## config.mk

```make
export PLATFORM = sky130hd
export DESIGN_NAME = mem_access_ctrl
export DESIGN_NICKNAME = d
export VERILOG_FILES = /design/src/rtl/mem_defs_pkg.sv /design/src/rtl/mem_lane_align.sv /design/src/rtl/mem_access_ctrl.sv
export SDC_FILE = /design/constraint.sdc
export NUM_CORES = 1
export LEC_CHECK = 0
export CAP_MARGIN = 20
export CORE_MARGIN = 3
export CORE_UTILIZATION = 40
export CTS_CLUSTER_SIZE = 25
export DETAILED_ROUTE_END_ITERATION = 10
export GPL_TIMING_DRIVEN = 0
export PLACE_DENSITY = 0.67
export SETUP_SLACK_MARGIN = 0.1
export SLEW_MARGIN = 10
export SYNTH_ARGS = -nofsm -noshare
export SYNTH_HDL_FRONTEND = slang
export SYNTH_SLANG_ARGS = --single-unit
```

## constraint.sdc

```tcl
create_clock -name clk -period 3.2 [get_ports clk]
set_clock_uncertainty 0.05 [all_clocks]
set_input_delay 0.8 -clock clk [delete_from_list [all_inputs] [get_ports clk]]
set_output_delay 0.8 -clock clk [all_outputs]
set_load 0.005 [all_outputs]
```

## src/rtl/mem_defs_pkg.sv

```systemverilog
// Shared definitions for the MEM-stage data-memory controller:
// access size encodings, controller state encoding, default park address
// and the alignment rule for loads/stores.
package mem_defs_pkg;

  localparam logic [1:0] SZ_BYTE = 2'b00;
  localparam logic [1:0] SZ_HALF = 2'b01;
  localparam logic [1:0] SZ_WORD = 2'b10;

  localparam logic [31:0] PARK_ADDR_DEF = 32'hFFFF_FFFF;

  typedef enum logic [2:0] {
    IDLE    = 3'd0,
    RD_WAIT = 3'd1,
    MERGE   = 3'd2,
    WR_WAIT = 3'd3,
    DONE    = 3'd4
  } state_e;

  // Bytes are always aligned; halves need addr[0]=0; words (and the
  // illegal size, treated as a word) need addr[1:0]=0.
  function automatic logic is_misaligned(input logic [1:0] size, input logic [1:0] off);
    case (size)
      SZ_BYTE: is_misaligned = 1'b0;
      SZ_HALF: is_misaligned = off[0];
      default: is_misaligned = (off != 2'b00);
    endcase
  endfunction

endpackage

```

## src/rtl/mem_lane_align.sv

```systemverilog
// Byte-lane steering for the data-memory controller (combinational).
// Extracts and extends a sub-word load from a RAM word, and merges
// right-justified store data into a RAM word for read-modify-write.
module mem_lane_align
  import mem_defs_pkg::*;
(
  input  logic [31:0] word,
  input  logic [31:0] wdata,
  input  logic [1:0]  off,
  input  logic [1:0]  size,
  input  logic        sign,
  output logic [31:0] load_val,
  output logic [31:0] merged
);

  logic [7:0]  byte_sel;
  logic [15:0] half_sel;

  // Little-endian lane selection and zero/sign extension of the load result
  always_comb begin
    case (off)
      2'd0:    byte_sel = word[7:0];
      2'd1:    byte_sel = word[15:8];
      2'd2:    byte_sel = word[23:16];
      default: byte_sel = word[31:24];
    endcase
    half_sel = off[1] ? word[31:16] : word[15:0];
    case (size)
      SZ_BYTE: load_val = sign ? {{24{byte_sel[7]}}, byte_sel} : {24'd0, byte_sel};
      SZ_HALF: load_val = sign ? {{16{half_sel[15]}}, half_sel} : {16'd0, half_sel};
      default: load_val = word;
    endcase
  end

  // Replace only the addressed lane of the old word with the store data
  always_comb begin
    merged = word;
    case (size)
      SZ_BYTE: begin
        case (off)
          2'd0:    merged[7:0]   = wdata[7:0];
          2'd1:    merged[15:8]  = wdata[7:0];
          2'd2:    merged[23:16] = wdata[7:0];
          default: merged[31:24] = wdata[7:0];
        endcase
      end
      SZ_HALF: begin
        if (off[1]) merged[31:16] = wdata[15:0];
        else        merged[15:0]  = wdata[15:0];
      end
      default: merged = wdata;
    endcase
  end

endmodule

```

## src/rtl/mem_access_ctrl.sv

```systemverilog
// MEM-stage data-memory controller: turns byte/half/word loads and stores
// into word-wide transactions on a multi-cycle RAM, using read-modify-write
// for sub-word stores and stalling the pipeline for the whole access.
// Optional feature macro: MEM_TIMEOUT_EN (bounded RAM waits, mem_bus_err).
module mem_access_ctrl
  import mem_defs_pkg::*;
#(
  parameter int          ADDR_WIDTH     = 5,
  parameter logic [31:0] PARK_ADDR      = PARK_ADDR_DEF,
  parameter int          TIMEOUT_CYCLES = 64
) (
  input  logic        clk,
  input  logic        rst,
  input  logic        mem_req,
  input  logic        mem_we,
  input  logic [1:0]  mem_size,
  input  logic        mem_sign,
  input  logic [31:0] mem_addr,
  input  logic [31:0] mem_wdata,
  output logic [31:0] mem_rdata,
  output logic        mem_stall,
  output logic        mem_align_err,
`ifdef MEM_TIMEOUT_EN
  output logic        mem_bus_err,
`endif
  output logic        ram_cs,
  output logic        ram_we,
  output logic [31:0] ram_addr,
  output logic [31:0] ram_din,
  input  logic [31:0] ram_dout,
  input  logic        ram_stall
);

  // Out-of-range word indices are simply forwarded; the RAM answers them
  // with zero, so ADDR_WIDTH only needs to be a sane value here.
  if (ADDR_WIDTH < 1 || ADDR_WIDTH > 30 || TIMEOUT_CYCLES < 2) begin : g_cfg_check
    $error("mem_access_ctrl: unsupported ADDR_WIDTH or TIMEOUT_CYCLES");
  end

  state_e      state_q, state_d;
  logic [31:0] addr_q, addr_d;
  logic [1:0]  size_q, size_d;
  logic        sign_q, sign_d;
  logic        store_q, store_d;
  logic [31:0] wdata_q, wdata_d;
  logic [31:0] rd_word_q, rd_word_d;
  logic [31:0] wr_word_q, wr_word_d;
  logic [31:0] rdata_q, rdata_d;
  logic        align_err_q, align_err_d;
  logic        first_q, first_d;
  logic        complete;
  logic [31:0] lane_word;
  logic [31:0] load_val;
  logic [31:0] merged;

`ifdef MEM_TIMEOUT_EN
  localparam int WAIT_W = $clog2(TIMEOUT_CYCLES + 1);
  logic [WAIT_W-1:0] wait_cnt_q, wait_cnt_d;
  logic              bus_err_q, bus_err_d;
  logic              timeout_hit;
`endif

  // The same lane logic serves load extraction straight off the RAM and
  // the merge step, which works on the word captured during the read.
  assign lane_word = (state_q == MERGE) ? rd_word_q : ram_dout;

  mem_lane_align u_lane (
    .word     (lane_word),
    .wdata    (wdata_q),
    .off      (addr_q[1:0]),
    .size     (size_q),
    .sign     (sign_q),
    .load_val (load_val),
    .merged   (merged)
  );

  // RAM-side outputs follow the state; the address is parked whenever no
  // access is in flight so a repeat access to the same word restarts the RAM.
  always_comb begin
    ram_cs        = (state_q == RD_WAIT) || (state_q == WR_WAIT);
    ram_we        = (state_q == WR_WAIT);
    ram_addr      = ram_cs ? {2'b00, addr_q[31:2]} : PARK_ADDR;
    ram_din       = wr_word_q;
    mem_rdata     = rdata_q;
    mem_align_err = align_err_q;
    mem_stall     = mem_req && (state_q != DONE);
`ifdef MEM_TIMEOUT_EN
    mem_bus_err   = bus_err_q;
`endif
  end

  // Next-state logic: the RAM's stall is stale in the first cycle of a wait
  // state (it updates on the falling edge), so completion is only accepted
  // from the second cycle on.
  always_comb begin
    state_d     = state_q;
    addr_d      = addr_q;
    size_d      = size_q;
    sign_d      = sign_q;
    store_d     = store_q;
    wdata_d     = wdata_q;
    rd_word_d   = rd_word_q;
    wr_word_d   = wr_word_q;
    rdata_d     = rdata_q;
    align_err_d = 1'b0;
    complete    = !first_q && !ram_stall;
`ifdef MEM_TIMEOUT_EN
    bus_err_d   = 1'b0;
    timeout_hit = (wait_cnt_q == WAIT_W'(TIMEOUT_CYCLES - 1));
`endif
    case (state_q)
      IDLE: begin
        if (mem_req) begin
          addr_d  = mem_addr;
          size_d  = mem_size;
          sign_d  = mem_sign;
          store_d = mem_we;
          wdata_d = mem_wdata;
          if (is_misaligned(mem_size, mem_addr[1:0])) begin
            align_err_d = 1'b1;
            rdata_d     = 32'd0;
            state_d     = DONE;
          end else if (!mem_we || mem_size == SZ_BYTE || mem_size == SZ_HALF) begin
            state_d = RD_WAIT;
          end else begin
            wr_word_d = mem_wdata;
            state_d   = WR_WAIT;
          end
        end
      end
      RD_WAIT: begin
        if (complete) begin
          rd_word_d = ram_dout;
          if (store_q) begin
            state_d = MERGE;
          end else begin
            rdata_d = load_val;
            state_d = DONE;
          end
`ifdef MEM_TIMEOUT_EN
        end else if (timeout_hit) begin
          rdata_d   = 32'd0;
          bus_err_d = 1'b1;
          state_d   = DONE;
`endif
        end
      end
      MERGE: begin
        wr_word_d = merged;
        state_d   = WR_WAIT;
      end
      WR_WAIT: begin
        if (complete) begin
          state_d = DONE;
`ifdef MEM_TIMEOUT_EN
        end else if (timeout_hit) begin
          rdata_d   = 32'd0;
          bus_err_d = 1'b1;
          state_d   = DONE;
`endif
        end
      end
      default: state_d = IDLE;
    endcase
    first_d = (state_d != state_q);
`ifdef MEM_TIMEOUT_EN
    wait_cnt_d = (state_d == state_q && (state_q == RD_WAIT || state_q == WR_WAIT))
                 ? wait_cnt_q + WAIT_W'(1) : '0;
`endif
  end

  // State and datapath registers; reset abandons any access in flight
  always_ff @(posedge clk) begin
    if (rst) begin
      state_q     <= IDLE;
      addr_q      <= 32'd0;
      size_q      <= SZ_BYTE;
      sign_q      <= 1'b0;
      store_q     <= 1'b0;
      wdata_q     <= 32'd0;
      rd_word_q   <= 32'd0;
      wr_word_q   <= 32'd0;
      rdata_q     <= 32'd0;
      align_err_q <= 1'b0;
      first_q     <= 1'b0;
`ifdef MEM_TIMEOUT_EN
      wait_cnt_q  <= '0;
      bus_err_q   <= 1'b0;
`endif
    end else begin
      state_q     <= state_d;
      addr_q      <= addr_d;
      size_q      <= size_d;
      sign_q      <= sign_d;
      store_q     <= store_d;
      wdata_q     <= wdata_d;
      rd_word_q   <= rd_word_d;
      wr_word_q   <= wr_word_d;
      rdata_q     <= rdata_d;
      align_err_q <= align_err_d;
      first_q     <= first_d;
`ifdef MEM_TIMEOUT_EN
      wait_cnt_q  <= wait_cnt_d;
      bus_err_q   <= bus_err_d;
`endif
    end
  end

endmodule

```

==> impl_results.md, run 1 <==
* Status: complete, no violations
* Crit path arrival time at 2.18 ns
* Number of global-route vias before repair at 8112
* Sw frac at 31.8%
* Total Power at 5760 µW
* Avg WL per Cell at 19.9 µm
* Crit path max fanout at 10
* Utilization after layout at 56.1%
* Min-delay src: addr_q[16]
* Hold slack at 0.398 ns
* Metal-1 WL at 13100 µm
* Int Power at 3930 µW
* DP Cell Count at 1499
* Post-route minimum period at 3.03 ns
* Syn_area_per_cell at 7.73 µm²
* Pre-CTS setup slack at -0.643 ns
* Slew headroom at 37.2%
* CTS Buffer Depth at 2
* Synth unique cells at 51
* Post-synthesis sequential area ratio at 42.4%
* Clk sinks at 169
* Leakage at 0.00414 µW
* Worst setup EP type: primary output
* HP Class: register to register
* Routed Antenna Nets at 0
* DP Wirelength at 23100 µm
* PwrDens at 526 nW/µm²
* Max-cap violations at 0
* Max-slew violations at 0
* Post-Syn Area at 7970 µm²
* Net Sw Power at 1830 µW
* Total GRT Usage at 27.5%
* Starting DRT DRC Count at 868
* Clock network fraction of total power at 33.9%
* Crit path from: state_q[0]
* I/O pin count at 204
* CTS tree: done
* Hold-fix buffers at CTS at 0
* RePlAce Congestion at 0.979
* TritonCTS Buffers at 17
* Post-route setup slack at 0.172 ns
* Synth Register Bits at 169
* Ys Warns at 0
* Initial Utilization at 40.8%
* Met3 Wirelength at 2500 µm
* EDFF count, synth at 0
* Part of the cycle the worst path needs at 94.6%
* DRC errors left at 0
* Die area at 21700 µm²
* First-pass DRT Iterations at 6
* Layout cells sized above 1 at 5.60%
* Post-Syn Instances at 1031
* Ys flop type: dfxtp_1
* Clock Pin Slew Worst Setup and Hold Paths at 0.07 ns
* Global-route wire length before repair at 46200 µm
* Post-synthesis net count at 1135
* Core Box Area at 19500 µm²
* Final setup violation count at 0
* Crit path kind: register to primary output
* Slew @ Worst Pin at 0.916 ns
* Final std cells w/o fill at 1532
* Most common cell after layout, fill and taps aside: nand2_1
* Highest Signal Layer: met4
* IR drop worst, VDD at 0.365 mV
* Num rows at 51
* P&R area growth vs syn at 37.3%
* Sequential share of power at 40.8%
* DIE WIDTH at 147 µm
* Largest net degree at the start of global routing at 17
* Clk_lat worst skew at 0.44 ns
* Worst R2R Start: state_q[2]
* RSZ-0062 raised after global routing: false
* Root buf cell: clkbuf_16
* CP required at 2.35 ns
* Initial antenna violation count at 0
* Die Ht at 147 µm
* Vias per cell at 5.53
* H-tree depth at 4
* Total grt overflow at 0
* Final net count at 1358
* Fmax achieved at 330 MHz
* Most frequent cells in the layout: nand2_1 (281), clkdlybuf4s50_1 (203), dfxtp_1 (169)
* ANT cells at 0
* IO Port Bufs at 203
* Met2 WL at 14000 µm
* Vias at 8470
* Worst setup SP type: register
* Combinational share of power at 25.3%
* Asr flop ratio synth at 0%
* Drt total wl at 30500 µm
* Fin. Hold Viols at 0
==> routing by layer <==
metal / GRT usage (%) / vias up
li1: - / 4055
met1: 36.7 / 3955
met2: 43.7 / 399
met3: 6.20 / 61
met4: 10.6 / 0
met5: 0 / -
==> Yosys cell counts (2+ instances only) <==
cell      instances  area, µm²
nand3_1           4       20.0
dfxtp_1         169       3380
buf_2             3       15.0
nand3b_1          3       22.5
a32oi_1           5       43.8
a211oi_1          5       37.5
and3_1            2       12.5
or3b_1            2       17.5
nand2b_1         37        231
o21ai_0          13       65.1
a21oi_1         166        831
o221ai_1         15        131
a222oi_1          4       40.0
buf_1             5       18.8
nor4b_2           2       30.0
mux4_2            3       67.6
a21o_1            3       22.5
a31oi_1           3       18.8
mux2i_1          32        320
a22o_1            3       26.3
mux2_2           10        113
a32o_1            2       20.0
and2_1            5       31.3
nor2_1           48        180
a211o_1          17        149
a221oi_1          6       52.6
buf_6             2       22.5
or2_2             4       25.0
o211ai_1          7       52.6
o22ai_1          26        163
clkbuf_1         78        293
nand2_1         281       1050
nor3_1            6       30.0
nor2b_1           6       37.5
a22oi_1          32        240
nand4_1           2       12.5
inv_1             6       22.5
==> critical path, cell delays in order, from the launching register on <==
cell and delay (ns):
dfxtp_1 0.34, clkbuf_4 0.21, nor2b_1 0.14, buf_4 0.19, buf_4 0.19, and2_1 0.13, clkdlybuf4s50_1 0.52
==> state kept, by name, summed over array words and instances, names as in the netlist <==
register / count
mem_rdata: 32
sign_q: 1
mem_align_err: 1
rd_word_q: 32
store_q: 1
addr_q: 32
first_q: 1
state_q: 3
ram_din: 32
wdata_q: 32
size_q: 2
==> kinds of logic after synthesis <==
kind of cell	synth area share (%)
simple gates	21.8
flops	42.4
compound gates	24.7
buf+inv	4.76
mux	6.28
==> worst paths after layout <==
| path | endpoint | slack [ns] | depth (start not counted) |
|---|---|---|---|
| min | addr_q[16] | 0.40 | 2 |
| max reg2reg | ram_din[19] | 0.25 | 8 |
| min reg2reg | addr_q[16] | 0.40 | 2 |
| max | ram_we | 0.17 | 6 |
==> power groups by stage <==
stage	sequential, µW	combinational (µW)	clock [µW]
2_1_floorplan	2360	767	0
3_3_place_gp	2390	1410	0
3_5_place_dp	2400	1410	0
4_1_cts	2350	1440	1950
5_1_grt	2370	1580	2040
6_report	2350	1460	1950
==> through the flow <==
stage / TNS [ns] / instance area, µm²
after floorplan: 0 / 7970
after global placement: -26.34 / 10300
after detailed placement: -25.87 / 10300
after CTS: 0 / 10900
after global routing: 0 / 10900
final: 0 / 10900
==> what timing repair did <==
| item | CTS | global route |
|---|---|---|
| pin swaps | 0 | 0 |
| setup buffers | 1 | 0 |
| gates resized for setup | 11 | 13 |
| endpoints found under the setup margin | 79 | 62 |
==> cell type report <==
cell class / instances / area [µm²]
fill: 1874 / 8580
multi-input combinational: 767 / 4250
sequential: 169 / 3380
timing repair buffer: 204 / 2040
clock buffer: 22 / 474
buffer: 89 / 377
tap: 265 / 332
clock inverter: 10 / 70.1
inverter: 6 / 22.5
(Power assumes the default switching activity.)
==> run 2, diff against run 1 <==
--- a/config.mk
+++ b/config.mk
@@ -6,12 +6,13 @@
 export NUM_CORES = 1
 export LEC_CHECK = 0
 export CAP_MARGIN = 20
+export CORE_ASPECT_RATIO = 1.4
 export CORE_MARGIN = 3
-export CORE_UTILIZATION = 40
+export CORE_UTILIZATION = 53
 export CTS_CLUSTER_SIZE = 25
 export DETAILED_ROUTE_END_ITERATION = 10
 export GPL_TIMING_DRIVEN = 0
-export PLACE_DENSITY = 0.67
+export PLACE_DENSITY = 0.86
 export SETUP_SLACK_MARGIN = 0.1
 export SLEW_MARGIN = 10
 export SYNTH_ARGS = -nofsm -noshare
==> constraint.sdc (replaced) <==
create_clock -name clk -period 3.7 [get_ports clk]
set_clock_uncertainty 0.05 [all_clocks]
set_input_delay 0.925 -clock clk [delete_from_list [all_inputs] [get_ports clk]]
set_output_delay 0.925 -clock clk [all_outputs]
set_load 0.005 [all_outputs]
==> run 2 against run 1 <==
Net effect:
- final cell count decreased by 4.8%
- sequential share of layout area increased by 0.37 points
- first-iteration DRC count decreased by 3.2%
- flip-flop and latch count unchanged
- non-clock buffer count increased by 2
- clock power decreased by 13%
- critical endpoint unchanged
- highest routed layer unchanged
==> impl_results.md, run 2 (same netlist as run 1, synthesis figures left out) <==
* Root buf cell: clkbuf_16
* PwrDens at 462 nW/µm² (-12%)
* Int Power at 3360 µW (-15%)
* DIE WIDTH at 110 µm (-25%)
* RSZ-0062 raised after global routing: false
* RePlAce Congestion at 0.998 (+1.9%)
* Clk sinks at 169 (unchanged)
* TritonCTS Buffers at 17 (unchanged)
* IO Port Bufs at 203 (unchanged)
* DRC errors left at 0 (unchanged)
* CP most frequent cell: clkbuf_2
* R2R Setup Slk at 0.63 ns (+0.38 ns)
* Sequential share of power at 40.7% (about the same)
* Clk_lat worst skew at 0.43 ns (about the same)
* Num rows at 52 (+2.0%)
* Die area at 16600 µm² (-24%)
* ANT cells at 0 (unchanged)
* Fin Setup TNS at 0 ns (unchanged)
* Layout cells sized above 1 at 5.04% (-0.56 points)
* Initial Utilization at 54.7% (+14 points)
* Most frequent cells in the layout: nand2_1 (281), clkdlybuf4s50_1 (203), dfxtp_1 (169)
* Slew @ Worst Pin at 1.18 ns (+0.263 ns)
* Combinational share of power at 25.6% (+0.3 points)
* Clock network fraction of total power at 33.7% (-0.2 points)
* CTS tree: done
* Core Box Area at 14600 µm² (-25%)
* Die Ht at 151 µm (+2.7%)
* Final setup violation count at 0 (unchanged)
* Vias at 8768 (+3.5%)
* CP peak stage delay at 0.49 ns (-0.03 ns)
* DP Wirelength at 23500 µm (+1.8%)
* Post-route setup slack at 0.384 ns (+0.211 ns)
* Sw frac at 32.8% (+1.0 points)
* Part of the cycle the worst path needs at 89.6%
* CP required at 2.72 ns (+0.37 ns)
* Number of global-route vias before repair at 8510 (+4.9%)
* Critical path's slowest cell: clkdlybuf4s50_1
* Status: complete, no violations
* Crit path kind: register to primary output
* Vias per cell at 6.01 (+8.8%)
* Initial antenna violation count at 0 (unchanged)
* Net Sw Power at 1640 µW (-10%)
* Fmax achieved at 302 MHz
* IR drop worst, VDD at 0.293 mV (-20%)
* Leakage at 0.00414 µW (-0.22%)
* Final net count at 1360 (+0.15%)
* Avg WL per Cell at 21.5 µm (+8.0%)
* Max-cap violations at 0 (unchanged)
* Total grt overflow at 0 (unchanged)
* Hold slack at 0.400 ns (+0.00254 ns)
* Crit path arrival time at 2.34 ns (+0.16 ns)
* I/O pin count at 204 (unchanged)
* Fin. Hold Viols at 0 (unchanged)
* First-pass DRT Iterations at 5 (-1)
* Slew headroom at 19.2% (-18 points)
* H-tree depth at 4 (unchanged)
* CTS Buffer Depth at 2 (unchanged)
* Pre-CTS setup slack at -0.404 ns (+0.239 ns)
* Max-slew violations at 0 (unchanged)
* Drt total wl at 31300 µm (+2.7%)
* Worst setup EP type: primary output
* Global-route wire length before repair at 47000 µm (+1.6%)
* Largest net degree at the start of global routing at 17 (unchanged)
* Post-route minimum period at 3.32 ns
* P&R area growth vs syn at 35.7%
* Starting DRT DRC Count at 840 (-3.2%)
* Worst setup SP type: register
* Routed Antenna Nets at 0 (unchanged)
* Hold-fix buffers at CTS at 0 (unchanged)
* Most common cell after layout, fill and taps aside: nand2_1
* Crit path max fanout at 10 (unchanged)
* Final instance area at 10800 µm² (-1.2%)
* Post-DP Area at 10200 µm² (-0.92%)
* Clock Pin Slew Worst Setup and Hold Paths at 0.07 ns (about the same)
* Total GRT Usage at 37.6% (+10 points)
* Crit-path cells: buf_2 -> nor2b_1 -> clkbuf_2 -> clkbuf_2 -> and2_1 -> clkdlybuf4s50_1
* HP Class: register to register
run 2: changes by cell type in the layout (fill, tap and decap cells not counted), moves of 3 or more:
cell / previous run / this run
clkbuf_8: 3 / 0
inv_6: 1 / 5
clkbuf_1: 74 / 78
clkbuf_4: 3 / 0
run 2: area by class of cell:
class / count / area (µm²)
Buffer: 89 / 359
Clock buffer: 19 / 433
Clock inverter: 13 / 109
Fill cell: 1114 / 3760
Inverter: 6 / 22.5
Multi-Input combinational cell: 767 / 4220
Sequential cell: 169 / 3380
Tap cell: 189 / 236
Timing Repair Buffer: 206 / 2050
run 2: power by group through the flow:
stage	sequential [µW]	combinational, µW	clock [µW]
6_report	2040	1280	1690
3_5_place_dp	2070	1230	0
2_1_floorplan	2040	664	0
4_1_cts	2030	1250	1670
3_3_place_gp	2070	1220	0
5_1_grt	2040	1380	1740
run 2: final timing paths:
path / cells past startpoint / end / startpoint
hold reg to reg: 2 / addr_q[28] / addr_q[28]
hold / removal: 2 / addr_q[28] / addr_q[28]
setup / recovery: 6 / ram_we / state_q[0]
setup reg to reg: 8 / mem_rdata[11] / state_q[2]
run 2: layer usage:
metal	part of all wire, %	GRT usage [%]	vias to the layer above
met3	8.4	7.25	120
met2	49	64.6	548
met4	6.4	22.0	0
met1	36	42.9	4043
met5	0	0	-
li1	-	-	4057
run 2: repair_timing:
action / CTS / global route
gates resized for setup: 2 / 2
setup buffers: 0 / 3
endpoints found under the setup margin: 13 / 2
hold endpoints to repair: 0 / 0
run 2: per-stage QoR:
step	total power [µW]	utilization (%)	instances
3_3_place_gp	3290	70.3	1423
2_1_floorplan	2700	-	1031
6_report	5000	74.2	1458
3_5_place_dp	3310	70.3	1423
4_1_cts	4950	74.1	1455
5_1_grt	5160	74.2	1458
run 2: worst max-delay path: cells and delay by family, from the launching register on:
kind / cells / cell delay [ns]
AND/OR/NAND/NOR: 2 / 0.33
flip-flops: 1 / 0.32
buffers and inverters: 4 / 1.27
